File: src/rtl/debug_pkg.sv
// Shared constants and FSM encoding for the debug snapshot block.
package debug_pkg;

    localparam int DBG_ADDR_W  = 5;
    localparam int DBG_DATA_W  = 32;
    localparam int DBG_ENTRIES = 32;
    localparam int DBG_CNT_W   = 4;

    typedef enum logic [1:0] {
        S_IDLE    = 2'd0,
        S_SETTLE  = 2'd1,
        S_CAPTURE = 2'd2
    } snap_state_e;

endpackage

File: src/rtl/debug_snap_ram.sv
// Snapshot buffer: one write port plus one registered read port.
// A read and a write to the same index in the same cycle return the old word.
module debug_snap_ram
    import debug_pkg::*;
#(
    parameter int ADDR_W = DBG_ADDR_W,
    parameter int DATA_W = DBG_DATA_W
) (
    input  logic              clk,
    input  logic              rst,
    input  logic              we_i,
    input  logic [ADDR_W-1:0] wr_addr_i,
    input  logic [DATA_W-1:0] wr_data_i,
    input  logic [ADDR_W-1:0] rd_addr_i,
    output logic [DATA_W-1:0] rd_data_o
);

    logic [DATA_W-1:0] mem_q [2**ADDR_W];
    logic [DATA_W-1:0] rd_data_q;

    // NOTE: the array has no reset so it maps onto RAM; only the read register is cleared.
    always_ff @(posedge clk) begin
        if (we_i) begin
            mem_q[wr_addr_i] <= wr_data_i;
        end
    end

    always_ff @(posedge clk) begin
        if (rst) begin
            rd_data_q <= '0;
        end else begin
            rd_data_q <= mem_q[rd_addr_i];
        end
    end

    assign rd_data_o = rd_data_q;

endmodule

File: src/rtl/debug_snapshot.sv
// Sweeps every debug address, lets the mux settle, and captures each word into
// a buffer the display side can read coherently; forwards live_addr while idle.
module debug_snapshot
    import debug_pkg::*;
#(
    parameter int ADDR_W = DBG_ADDR_W,
    parameter int DATA_W = DBG_DATA_W,
    parameter int SETTLE = 1            // legal range 1..15
) (
    input  logic              clk,
    input  logic              rst,
    input  logic              snap_req,
    input  logic [ADDR_W-1:0] live_addr,
    output logic [ADDR_W-1:0] debug_addr,
    input  logic [DATA_W-1:0] test_signal,
    output logic              busy,
    output logic              done,
    output logic              valid,
    input  logic [ADDR_W-1:0] rd_addr,
    output logic [DATA_W-1:0] rd_data
);

    localparam logic [ADDR_W-1:0]    LAST_IDX    = '1;
    localparam logic [DBG_CNT_W-1:0] SETTLE_INIT = DBG_CNT_W'(SETTLE - 1);

    snap_state_e          state_q;
    logic [ADDR_W-1:0]    idx_q;
    logic [DBG_CNT_W-1:0] cnt_q;
    logic [ADDR_W-1:0]    debug_addr_q;
    logic                 busy_q;
    logic                 done_q;
    logic                 valid_q;
    logic                 we_d;

    always_ff @(posedge clk) begin
        if (rst) begin
            state_q      <= S_IDLE;
            idx_q        <= '0;
            cnt_q        <= '0;
            debug_addr_q <= '0;
            busy_q       <= 1'b0;
            done_q       <= 1'b0;
            valid_q      <= 1'b0;
        end else begin
            done_q <= 1'b0;
            unique case (state_q)
                S_IDLE: begin
                    debug_addr_q <= live_addr;
                    if (snap_req) begin
                        idx_q        <= '0;
                        debug_addr_q <= '0;
                        cnt_q        <= SETTLE_INIT;
                        valid_q      <= 1'b0;
                        busy_q       <= 1'b1;
                        state_q      <= S_SETTLE;
                    end
                end
                S_SETTLE: begin
                    if (cnt_q == '0) begin
                        state_q <= S_CAPTURE;
                    end else begin
                        cnt_q <= cnt_q - 4'd1;
                    end
                end
                S_CAPTURE: begin
                    if (idx_q == LAST_IDX) begin
                        busy_q  <= 1'b0;
                        done_q  <= 1'b1;
                        valid_q <= 1'b1;
                        state_q <= S_IDLE;
                    end else begin
                        idx_q        <= idx_q + ADDR_W'(1);
                        debug_addr_q <= idx_q + ADDR_W'(1);
                        cnt_q        <= SETTLE_INIT;
                        state_q      <= S_SETTLE;
                    end
                end
                default: state_q <= S_IDLE;
            endcase
        end
    end

    // Capture is suppressed in a reset cycle so an aborted sweep leaves that entry untouched.
    assign we_d = (state_q == S_CAPTURE) && !rst;

    debug_snap_ram #(
        .ADDR_W (ADDR_W),
        .DATA_W (DATA_W)
    ) u_ram (
        .clk       (clk),
        .rst       (rst),
        .we_i      (we_d),
        .wr_addr_i (idx_q),
        .wr_data_i (test_signal),
        .rd_addr_i (rd_addr),
        .rd_data_o (rd_data)
    );

    assign debug_addr = debug_addr_q;
    assign busy       = busy_q;
    assign done       = done_q;
    assign valid      = valid_q;

endmodule

File: config.mk
export PLATFORM = sky130hd
export DESIGN_NAME = debug_snapshot
export DESIGN_NICKNAME = d
export VERILOG_FILES = /design/src/rtl/debug_pkg.sv /design/src/rtl/debug_snap_ram.sv /design/src/rtl/debug_snapshot.sv
export SDC_FILE = /design/constraint.sdc
export NUM_CORES = 1
export LEC_CHECK = 0
export ABC_AREA = 0
export BUFFER_PORTS_ARGS = -buffer_cell sky130_fd_sc_hd__buf_2
export CAP_MARGIN = 20
export CORE_AREA = 2 2 345 347
export DETAILED_ROUTE_END_ITERATION = 8
export DIE_AREA = 0 0 347 349
export PLACE_DENSITY = 0.56
export SYNTH_ARGS = -nofsm -noshare
export SYNTH_HDL_FRONTEND = slang
export SYNTH_SLANG_ARGS = --single-unit
File: constraint.sdc
create_clock -name clk -period 3.4 [get_ports clk]
set_clock_uncertainty 0.05 [all_clocks]
set_input_delay 0.17 -clock clk [delete_from_list [all_inputs] [get_ports clk]]
set_output_delay 0.17 -clock clk [all_outputs]
set_load 0.005 [all_outputs]
==> results by group, run 1 <==
Run status
  – Status: complete, no violations

Setup path
  – Reg2Reg Depth: 5
  – CP Launch Type: flop
  – Max stage delay on crit path: 570 ps
  – Beginning of the critical path: state_q[1]$_SDFFE_PP0P_
  – Reg2reg end: u_ram.mem_q[20][26]$_DFFE_PP_
  – Cell Chain, Critical Path: nand2b_1 -> nor2_1 -> nand2_1 -> nor2_4 -> buf_4
  – WP data required: 3670 ps
  – Worst r2r src: state_q[1]$_SDFFE_PP0P_
  – Slowest stage cell, crit path: buf_4
  – Crit. End Element: flop
  – Worst-path maximum fanout: 32
  – Worst R2R Setup Slack: 560 ps
  – Crit Path Category: flop to flop
  – Crit path DAT: 3110 ps

Die
  – Die area: 121,000 µm²
  – Height of the die: 349 µm
  – Core Rows: 126
  – Die Wd: 347 µm
  – Core area: 117,000 µm²
  – Initial core utilization: 0.347
  – IO Pins: 85

GRT
  – First-pass GRT wire length: 149,000 µm
  – Aggregate global routing overflow: 0
  – Number of global-route vias before repair: 20,688
  – Largest net degree at the start of global routing: 54
  – Initial antenna violation count: 7
  – GRT Total Usage: 0.171

STA
  – Smallest setup slack after layout: 565 ps
  – Unrepaired setup endpoints after global routing: no
  – Fin crit share: 0.834
  – Hold_ws: 142 ps
  – Final TNS setup: 0 ps
  – Number of max-slew violations in the final report: 0
  – Setup violators final: 0
  – Min Clock Period, post-route: 2840 ps
  – Top achievable clock speed: 353 MHz
  – Actual slew at the worst max-slew pin: 1100 ps
  – Final count of hold timing violations: 0
  – Max-slew headroom: 0.265

Drt
  – Drt pass-1 iters: 7
  – DRC violations left: 0
  – Final WL: 104,000 µm
  – Via/cell ratio: 5.36
  – DRT iter0 DRCs: 2,330
  – DRT antenna net count: 0
  – Routed via count: 19,738
  – Routed len/inst: 28.2 µm

Synthesis
  – Syn. warnings: 0
  – Yosys top cell area share: 0.754
  – Most common cell in the netlist: edfxtp_1
  – Leading area contributor after synthesis: edfxtp_1
  – Syn avg cell area: 22.1 µm²
  – Post-synthesis cell count: 1,846
  – Syn_nets: 1,898
  – Ys flop type: edfxtp_1
  – Synth area leaders: edfxtp_1 75%, mux4_2 12%, mux2i_1 3.1%
  – Unique masters post-synth: 44
  – Area of the mapped netlist: 40,800 µm²
  – Number of synthesized register bits: 1,075
  – Ys async rst share: 0
  – Register area share after synthesis: 0.779
  – Synth top cells by count: 1,024 x edfxtp_1, 222 x mux4_2, 128 x mux2i_1, 53 x nor2_1, 51 x dfxtp_1
  – EDFF count, synth: 1,024

Placement
  – Dpl hpwl: 53,500 µm
  – Routability cong.: 0.773
  – IO buf count: 84
  – Post-place setup slack: 589 ps
  – DP Cell Count: 3,430

Layout
  – P&R area growth vs syn: 16.9%
  – Post-layout nets: 2,101
  – Layout cells sized above 1: 0.268
  – Fin cells: 3,681

Min path
  – Hold Path Sink: u_ram.rd_data_o[28]$_SDFF_PP0_
  – Hold WC Path Type: input pin to flop
  – Hold Path Depth: 3
  – Hold Startpoint: rd_addr[3]

Clock tree
  – Clock Tree Root: clkbuf_16
  – Clk sink count: 1,075
  – Maximum clock path buffer count: 3
  – CTS Buf Count: 109
  – CTS resizes: 0
  – CTS tree: built
  – Clk_lat worst skew: 690 ps
  – CTS clk-pin slew, worst paths: 60 ps
  – Clock H-tree levels: 3

Power and ir drop
  – Peak VDD IR: 366 µV
  – Pwr dens: 576 nW/µm²
  – Leakage power: 15.1 nW

Run
  – # Max-Cap Violations: 0
per-stage QoR:
| stage | util | area, µm² | power, W |
|---|---|---|---|
| floorplan | - | 40800 | 0.0156 |
| global placement | 0.373 | 43800 | 0.0161 |
| detailed placement | 0.373 | 43800 | 0.0161 |
| CTS | 0.406 | 47700 | 0.0277 |
| global route | 0.406 | 47700 | 0.0283 |
| finish | 0.406 | 47700 | 0.0275 |
where the power goes:
part / internal (W) / switching [W]
Sequential: 0.0145 / 0.0000443
Clock: 0.00658 / 0.00503
Combinational: 0.000512 / 0.000767
Total: 0.0216 / 0.00584
worst max-delay path, delay by kind of cell (launching register included):
kind / cells / cell delay [ps]
buffers and inverters: 1 / 570
DFF: 1 / 480
and+or+nand+nor: 4 / 1330
what timing repair did:
action / CTS / global route
hold buffers: 44 / 0
setup buffers: 0 / 0
hold endpoints to repair: 1037 / 0
flip-flops by register name, summed over array words and instances (netlist names):
name / flops
u_ram.mem_q: 1024
u_ram.rd_data_o: 32
debug_addr: 5
idx_q: 5
cnt_q: 4
state_q: 2
busy: 1
done: 1
valid: 1
per-layer routing:
layer / up-vias / GRT usage / share of wire
met5: - / 0 / 0.00033
met4: 6 / 0.0408 / 0.020
met3: 155 / 0.0312 / 0.063
met2: 671 / 0.283 / 0.49
met1: 10675 / 0.235 / 0.43
li1: 8231 / - / -
cell type report:
cell class	count	area, µm²
fillers	10167	69800
clock inverters	63	533
multi-input cells	657	8570
diodes	2	5.00
clock buffers	142	2940
inverters	9	35.0
repair buffers	197	1900
well taps	1536	1920
flip-flops and latches	1075	31800
worst max path at each step:
| stage | end |
|---|---|
| CTS | u_ram.mem_q[20][22]$_DFFE_PP_ |
| finish | u_ram.mem_q[20][26]$_DFFE_PP_ |
| global route | u_ram.mem_q[16][18]$_DFFE_PP_ |
| global placement | u_ram.mem_q[20][2]$_DFFE_PP_ |
| detailed placement | u_ram.mem_q[20][27]$_DFFE_PP_ |
| floorplan | u_ram.mem_q[30][0]$_DFFE_PP_ |
layout by cell type, fill, tap and decap left out, types with 12 or more instances in the layout:
cell type,Yosys,final
a221oi_1,23,23
clkinv_2,0,28
clkinv_1,0,21
a21oi_1,12,12
nand2_1,31,31
mux2i_1,128,128
buf_2,28,81
buf_12,2,40
nor2_4,0,34
buf_4,22,30
clkbuf_16,0,111
o21ai_0,20,20
edfxtp_1,1024,1024
dlygate4sd3_1,0,44
clkbuf_1,33,26
mux4_2,222,222
a221o_1,32,32
a22oi_1,32,32
nor2_1,53,19
a31oi_1,34,34
dfxtp_1,51,51
logic make-up after synthesis:
kind of cell | count (synthesis) | share of synthesized area
multiplexers | 352 | 0.155
flip-flops | 1075 | 0.779
AO/OA/AOI/OAI | 179 | 0.0325
AND/OR/NAND/NOR | 116 | 0.0129
XOR/XNOR | 3 | 0.000644
buffers and inverters | 114 | 0.0176
adder cells (fa/ha/maj) | 7 | 0.00215
Power figures use the tool's default switching activity.
==> run 2, diff against run 1 <==
==> constraint.sdc (replaced) <==
create_clock -name clk -period 3 [get_ports clk]
set_clock_uncertainty 0.05 [all_clocks]
set_input_delay 0.15 -clock clk [delete_from_list [all_inputs] [get_ports clk]]
set_output_delay 0.15 -clock clk [all_outputs]
set_load 0.005 [all_outputs]
==> run 2 against run 1 <==
Effect of this change: count of clock-buffer cells in the layout is 7 higher; non-clock buffer count is 34 higher; cell count rose by 0.95%; maximum frequency increased by 5.3%; via count grew 0.90%; hold slack better by 26 ps; clock power is 14% higher; sequential power grew 13%; critical path type unchanged; largest cell class unchanged.
==> results by group, run 2 (synthesized netlist as in run 1, its figures left out) <==
STA
  – Max-slew headroom: 0.242 (was 0.265)
  – Number of max-slew violations in the final report: 0 (unchanged)
  – Final count of hold timing violations: 0 (unchanged)
  – Fin crit share: 0.897 (was 0.834)
  – Min Clock Period, post-route: 2690 ps (was 2840 ps)
  – Unrepaired setup endpoints after global routing: no (unchanged)
  – Setup violators final: 0 (unchanged)
  – Final TNS setup: 0 ps (unchanged)
  – Actual slew at the worst max-slew pin: 1130 ps (was 1100 ps)
  – Top achievable clock speed: 371 MHz (was 353 MHz)

Min path
  – Hold WC Path Type: input pin to flop (unchanged)
  – Hold Startpoint: rd_addr[1] (was rd_addr[3])
  – Hold Path Sink: u_ram.rd_data_o[15]$_SDFF_PP0_ (was u_ram.rd_data_o[28]$_SDFF_PP0_)
  – Hold Path Depth: 4 (was 3)

GRT
  – Number of global-route vias before repair: 20,773 (was 20,688)
  – Initial antenna violation count: 3 (was 7)
  – First-pass GRT wire length: 149,000 µm (about the same)
  – Aggregate global routing overflow: 0 (unchanged)
  – Largest net degree at the start of global routing: 50 (was 54)
  – GRT Total Usage: 0.171 (about the same)

Power and ir drop
  – Peak VDD IR: 490 µV (was 366 µV)
  – Leakage power: 15.3 nW (was 15.1 nW)
  – Pwr dens: 650 nW/µm² (was 576 nW/µm²)

Placement
  – IO buf count: 84 (unchanged)
  – Routability cong.: 0.775 (was 0.773)
  – Dpl hpwl: 59,700 µm (was 53,500 µm)
  – DP Cell Count: 3,463 (was 3,430)

Clock tree
  – Clk sink count: 1,075 (unchanged)
  – Clk_lat worst skew: 710 ps (was 690 ps)
  – Clock H-tree levels: 3 (unchanged)
  – Maximum clock path buffer count: 3 (unchanged)
  – CTS tree: built (unchanged)
  – CTS resizes: 0 (unchanged)
  – CTS Buf Count: 111 (was 109)
  – CTS clk-pin slew, worst paths: 60 ps (about the same)
  – Post-CTS setup buffers: 0 (unchanged)
  – Clock Tree Root: clkbuf_16 (unchanged)

Drt
  – DRC violations left: 0 (unchanged)
  – Final WL: 104,000 µm (about the same)
  – DRT antenna net count: 0 (unchanged)
  – Drt pass-1 iters: 5 (was 7)
  – DRT iter0 DRCs: 2,127 (was 2,330)
  – Routed len/inst: 27.9 µm (was 28.2 µm)
  – Routed via count: 19,916 (was 19,738)
  – Via/cell ratio: 5.36 (about the same)

Setup path
  – Crit path DAT: 3060 ps (was 3110 ps)
  – Max stage delay on crit path: 510 ps (was 570 ps)
  – Reg2reg end: u_ram.mem_q[31][11]$_DFFE_PP_ (was u_ram.mem_q[20][26]$_DFFE_PP_)
  – Crit Path Category: flop to flop (unchanged)
  – Cell Chain, Critical Path: nand2b_1 -> nor2_1 -> nand2_1 -> buf_4 -> nor2_4 -> buf_12 (was nand2b_1 -> nor2_1 -> nand2_1 -> nor2_4 -> buf_4)
  – Worst-path maximum fanout: 12 (was 32)
  – Slowest stage cell, crit path: nor2_1 (was buf_4)
  – Worst r2r src: state_q[1]$_SDFFE_PP0P_ (unchanged)
  – Crit. End Element: flop (unchanged)
  – Reg2Reg Depth: 6 (was 5)
  – Worst R2R Setup Slack: 310 ps (was 560 ps)
  – CP Launch Type: flop (unchanged)
  – WP data required: 3370 ps (was 3670 ps)

Layout
  – Largest register FFs: 1,024 (unchanged)
  – Most common cell after layout, fill and taps aside: edfxtp_1 (unchanged)
  – Fillers: 10,154 (was 10,167)
  – Biggest register: u_ram.mem_q (unchanged)
  – Post-layout nets: 2,137 (was 2,101)
  – Layout cells sized above 1: 0.280 (was 0.268)
  – Fin cells: 3,716 (was 3,681)
  – Commonest non-fill, non-tap cells in the layout: 1,024 x edfxtp_1, 222 x mux4_2, 128 x mux2i_1 (unchanged)
  – P&R area growth vs syn: 17.9% (was 16.9%)

Die
  – Initial core utilization: 0.347 (unchanged)
  – IO Pins: 85 (unchanged)
  – Die area: 121,000 µm² (unchanged)
  – Die Wd: 347 µm (unchanged)
  – Height of the die: 349 µm (unchanged)
  – Core Rows: 126 (unchanged)
  – Core area: 117,000 µm² (unchanged)

Run
  – # Max-Cap Violations: 0 (unchanged)

Run status
  – Status: complete, no violations (unchanged)
[run 2: cell count changes in the layout (fill, tap and decap cells not counted), sizes merged]
cell / change
clkinvlp: +1
bufinv: -2
buf: +33
diode: +1
clkinv: -8
dlygate4sd3: +1
inv: +2
clkbuf: +7
[run 2: power by group]
part           leakage (nW)  switching (W)  total, W  internal [W]
sequential             9.62      0.0000475    0.0165        0.0165
combinational          4.01       0.000907   0.00151      0.000606
clock                  1.71        0.00577    0.0132       0.00744
[run 2: through the flow]
| step | power [W] | worst slack [ps] | hold slack [ps] | util | area (µm²) |
|---|---|---|---|---|---|
| after CTS | 0.0316 | 353 | 115 | 0.409 | 48100 |
| after detailed placement | 0.0183 | 335 | 397 | 0.375 | 44100 |
| final | 0.0313 | 308 | 167 | 0.409 | 48100 |
| after floorplan | 0.0177 | 22.1 | 199 | - | 40800 |
| after global placement | 0.0183 | 351 | 379 | 0.375 | 44100 |
| after global routing | 0.0322 | 218 | 177 | 0.409 | 48100 |
[run 2: area by class of cell]
class,count,area (µm²),area share
sequential,1075,31800,0.661
multi-input combinational,657,8570,0.178
clock buffer,149,3010,0.0626
timing repair buffer,231,2250,0.0467
tap,1536,1920,0.0400
clock inverter,56,517,0.0107
inverter,9,35.0,0.000729
antenna,3,7.51,0.000156
[run 2: worst max path at each step]
stage / start / endpoint / slack, ps / depth (start not counted)
finish: state_q[1]$_SDFFE_PP0P_ / u_ram.mem_q[31][11]$_DFFE_PP_ / 310 / 6
global route: state_q[1]$_SDFFE_PP0P_ / u_ram.mem_q[27][6]$_DFFE_PP_ / 220 / 6
CTS: state_q[1]$_SDFFE_PP0P_ / u_ram.mem_q[27][13]$_DFFE_PP_ / 350 / 6
detailed placement: state_q[1]$_SDFFE_PP0P_ / u_ram.mem_q[31][12]$_DFFE_PP_ / 330 / 6
global placement: state_q[1]$_SDFFE_PP0P_ / u_ram.mem_q[27][13]$_DFFE_PP_ / 350 / 6
floorplan: state_q[1]$_SDFFE_PP0P_ / u_ram.mem_q[30][0]$_DFFE_PP_ / 20 / 5
[run 2: critical path, delay by kind of cell, from the launching register on]
kind                   cells  cell delay, ps
AND/OR/NAND/NOR            4            1410
flip-flops                 1             490
buffers and inverters      2             480
[run 2: what timing repair did]
item                                    4_1_cts  5_1_grt
endpoints found under the setup margin        0        0
endpoints found under the hold margin      1021        0
hold buffers                                 45        0
[run 2: metal layers]
| layer | part of all wire | track usage | routed length (µm) | up-vias |
|---|---|---|---|---|
| met5 | 0.00012 | 0 | 12 | - |
| met4 | 0.026 | 0.0477 | 2650 | 2 |
| met3 | 0.074 | 0.0372 | 7680 | 149 |
| met1 | 0.42 | 0.234 | 43900 | 10699 |
| li1 | - | - | - | 8305 |
| met2 | 0.48 | 0.276 | 49400 | 761 |
==> run 3, diff against run 2 <==
--- a/config.mk
+++ b/config.mk
@@ -5,12 +5,12 @@
 export SDC_FILE = /design/constraint.sdc
 export NUM_CORES = 1
 export LEC_CHECK = 0
-export ABC_AREA = 0
+export ABC_AREA = 1
 export BUFFER_PORTS_ARGS = -buffer_cell sky130_fd_sc_hd__buf_2
 export CAP_MARGIN = 20
-export CORE_AREA = 2 2 345 347
+export CORE_AREA = 2 2 355 357
 export DETAILED_ROUTE_END_ITERATION = 8
-export DIE_AREA = 0 0 347 349
+export DIE_AREA = 0 0 357 359
 export PLACE_DENSITY = 0.56
 export SYNTH_ARGS = -nofsm -noshare
 export SYNTH_HDL_FRONTEND = slang
==> run 3 against run 2 <==
Effect of this change: sequential share of layout area is 2.4 points lower; setup slack better by 160 ps; wire length is 15% higher; clock power hardly changed; non-clock buffer count is 9 higher; register-to-register slack better by 160 ps; sequential power hardly changed; final area is 3.8% higher; first-iteration DRC count is 19% higher; combinational power is 41% higher; die area is 5.8% higher.
==> results by group, run 3 <==
Synthesis
  – Syn. warnings: 0 (unchanged)
  – Area of the mapped netlist: 43,300 µm² (was 40,800 µm²)
  – Post-synthesis cell count: 3,672 (was 1,846)
  – Register area share after synthesis: 0.734 (was 0.779)
  – Unique masters post-synth: 22 (was 44)
  – Syn avg cell area: 11.8 µm² (was 22.1 µm²)
  – Synth area leaders: edfxtp_1 71%, nand2_1 11%, nand3_1 8.2% (was edfxtp_1 75%, mux4_2 12%, mux2i_1 3.1%)
  – Number of synthesized register bits: 1,075 (unchanged)
  – Ys flop type: edfxtp_1 (unchanged)
  – Most common cell in the netlist: nand2_1 (was edfxtp_1)
  – Yosys top cell area share: 0.711 (was 0.754)
  – Ys async rst share: 0 (unchanged)
  – EDFF count, synth: 1,024 (unchanged)
  – Synth top cells by count: 1,272 x nand2_1, 1,024 x edfxtp_1, 711 x nand3_1, 239 x nor2_1, 109 x buf_2 (was 1,024 x edfxtp_1, 222 x mux4_2, 128 x mux2i_1, 53 x nor2_1, 51 x dfxtp_1)
  – Syn_nets: 3,724 (was 1,898)
  – Leading area contributor after synthesis: edfxtp_1 (unchanged)

GRT
  – First-pass GRT wire length: 176,000 µm (was 149,000 µm)
  – Aggregate global routing overflow: 0 (unchanged)
  – Number of global-route vias before repair: 26,851 (was 20,773)
  – Largest net degree at the start of global routing: 109 (was 50)
  – Initial antenna violation count: 5 (was 3)
  – GRT Total Usage: 0.184 (was 0.171)

Power and ir drop
  – Seq pwr share: 0.517 (was 0.529)
  – Leakage power: 17.9 nW (was 15.3 nW)
  – Switching power: 0.00732 W (was 0.00673 W)
  – Combinational power share: 0.066 (was 0.048)
  – Pwr dens: 644 nW/µm² (was 650 nW/µm²)
  – Pint: 0.0248 W (was 0.0245 W)
  – Clock power share: 0.417 (was 0.423)
  – Sw Share: 0.228 (was 0.215)
  – Peak VDD IR: 478 µV (was 490 µV)

STA
  – Smallest setup slack after layout: 468 ps (was 308 ps)
  – Final count of hold timing violations: 0 (unchanged)
  – Max-slew headroom: 0.459 (was 0.242)
  – Fin crit share: 0.844 (was 0.897)
  – Top achievable clock speed: 395 MHz (was 371 MHz)
  – Number of max-slew violations in the final report: 0 (unchanged)
  – Unrepaired setup endpoints after global routing: no (unchanged)
  – Min Clock Period, post-route: 2530 ps (was 2690 ps)
  – Actual slew at the worst max-slew pin: 811 ps (was 1130 ps)
  – Final TNS setup: 0 ps (unchanged)
  – Setup violators final: 0 (unchanged)

Drt
  – Drt pass-1 iters: 5 (unchanged)
  – DRT iter0 DRCs: 2,536 (was 2,127)
  – Routed via count: 27,924 (was 19,916)
  – Routed len/inst: 21.6 µm (was 27.9 µm)
  – Via/cell ratio: 5.04 (was 5.36)
  – DRT antenna net count: 0 (unchanged)
  – DRC violations left: 0 (unchanged)
  – Final WL: 120,000 µm (was 104,000 µm)

Layout
  – Post-layout nets: 3,850 (was 2,137)
  – P&R area growth vs syn: 15.3% (was 17.9%)
  – Finished Cell Area: 49,900 µm² (was 48,100 µm²)
  – Layout cells sized above 1: 0.103 (was 0.280)
  – Fin util: 0.401 (was 0.409)
  – Biggest register: u_ram.mem_q (unchanged)
  – Commonest non-fill, non-tap cells in the layout: 1,272 x nand2_1, 1,024 x edfxtp_1, 711 x nand3_1 (was 1,024 x edfxtp_1, 222 x mux4_2, 128 x mux2i_1)
  – Most common cell after layout, fill and taps aside: nand2_1 (was edfxtp_1)
  – Largest register FFs: 1,024 (unchanged)

Clock tree
  – CTS tree: built (unchanged)
  – Maximum clock path buffer count: 3 (unchanged)
  – Clock H-tree levels: 3 (unchanged)
  – CTS resizes: 0 (unchanged)
  – Clk_lat worst skew: 690 ps (was 710 ps)
  – Clk sink count: 1,075 (unchanged)
  – Clock Tree Root: clkbuf_16 (unchanged)
  – CTS clk-pin slew, worst paths: 60 ps (about the same)
  – CTS Buf Count: 110 (was 111)

Die
  – Core area: 125,000 µm² (was 117,000 µm²)
  – Die area: 128,000 µm² (was 121,000 µm²)
  – IO Pins: 85 (unchanged)
  – Initial core utilization: 0.347 (about the same)
  – Core Rows: 130 (was 126)
  – Die Wd: 357 µm (was 347 µm)
  – Height of the die: 359 µm (was 349 µm)

Setup path
  – Crit path DAT: 2870 ps (was 3060 ps)
  – Worst r2r src: state_q[1]$_SDFFE_PP0P_ (unchanged)
  – WP data required: 3330 ps (was 3370 ps)
  – CP Launch Type: flop (unchanged)
  – Crit Path Category: flop to flop (unchanged)
  – Beginning of the critical path: state_q[1]$_SDFFE_PP0P_ (unchanged)
  – Worst-path maximum fanout: 15 (was 12)
  – Crit. End Element: flop (unchanged)

Run
  – # Max-Cap Violations: 0 (unchanged)

Placement
  – Routability cong.: 0.793 (was 0.775)
  – IO buf count: 84 (unchanged)
  – Dpl hpwl: 67,700 µm (was 59,700 µm)
  – Area of placed instances: 46,100 µm² (was 44,100 µm²)
  – Post-place setup slack: 508 ps (was 335 ps)

Min path
  – Hold Startpoint: test_signal[7] (was rd_addr[1])
  – Hold WC Path Type: input pin to flop (unchanged)

Run status
  – Status: complete, no violations (unchanged)
-- run 3: critical path, cell delays in order, from the launching register on --
cell	delay, ps
dfxtp_1	330
inv_1	70
nor2_1	260
inv_1	200
nor2_1	380
nand2_1	90
buf_4	230
nor2_4	370
buf_12	230
-- run 3: area by class of cell --
type	instances	area, µm²
tap	1650	2060
inverter	24	120
clock inverter	63	512
antenna	2	5.00
timing repair buffer	240	2260
sequential	1075	31800
fill	11810	74700
clock buffer	144	3000
multi-input combinational	2347	10200
-- run 3: logic make-up after synthesis --
family,count (synthesis),synth area share
AOI/OAI and AO/OA,116,0.0137
adders and majority gates,7,0.00202
buffers and inverters,250,0.0363
DFF,1075,0.734
and+or+nand+nor,2224,0.214
-- run 3: power groups by stage --
stage,clock network (W),registers (W),logic (W)
floorplan,0,0.0169,0.00120
global placement,0,0.0169,0.00209
detailed placement,0,0.0169,0.00210
CTS,0.0136,0.0166,0.00215
global route,0.0142,0.0166,0.00235
finish,0.0134,0.0166,0.00213
-- run 3: what timing repair did --
item	CTS	global route
buffers inserted	0	0
hold buffers	32	0
hold endpoints to repair	569	0
-- run 3: routing by layer --
metal | GRT usage | part of all wire | vias up
met5 | 0 | 0.00018 | -
met4 | 0.0571 | 0.029 | 4
met3 | 0.0344 | 0.068 | 190
met2 | 0.293 | 0.47 | 954
met1 | 0.254 | 0.44 | 13732
li1 | - | - | 13044
-- run 3: path summary, 6_finish.rpt --
path / endpoint / slack [ps] / cells after the start
min: u_ram.mem_q[2][7]$_DFFE_PP_ / 30 / 1
max: u_ram.mem_q[2][4]$_DFFE_PP_ / 470 / 8
min reg2reg: valid$_SDFFE_PP0P_ / 420 / 2
max reg2reg: u_ram.mem_q[2][4]$_DFFE_PP_ / 470 / 8
-- run 3: stage by stage --
stage / cells / power [W] / hold WS [ps]
final: 5545 / 0.0322 / 33.7
after global routing: 5543 / 0.0332 / 27.2
after CTS: 5543 / 0.0324 / 2.81
after detailed placement: 5304 / 0.0190 / 394
after global placement: 5304 / 0.0190 / 395
after floorplan: 3672 / 0.0181 / 199
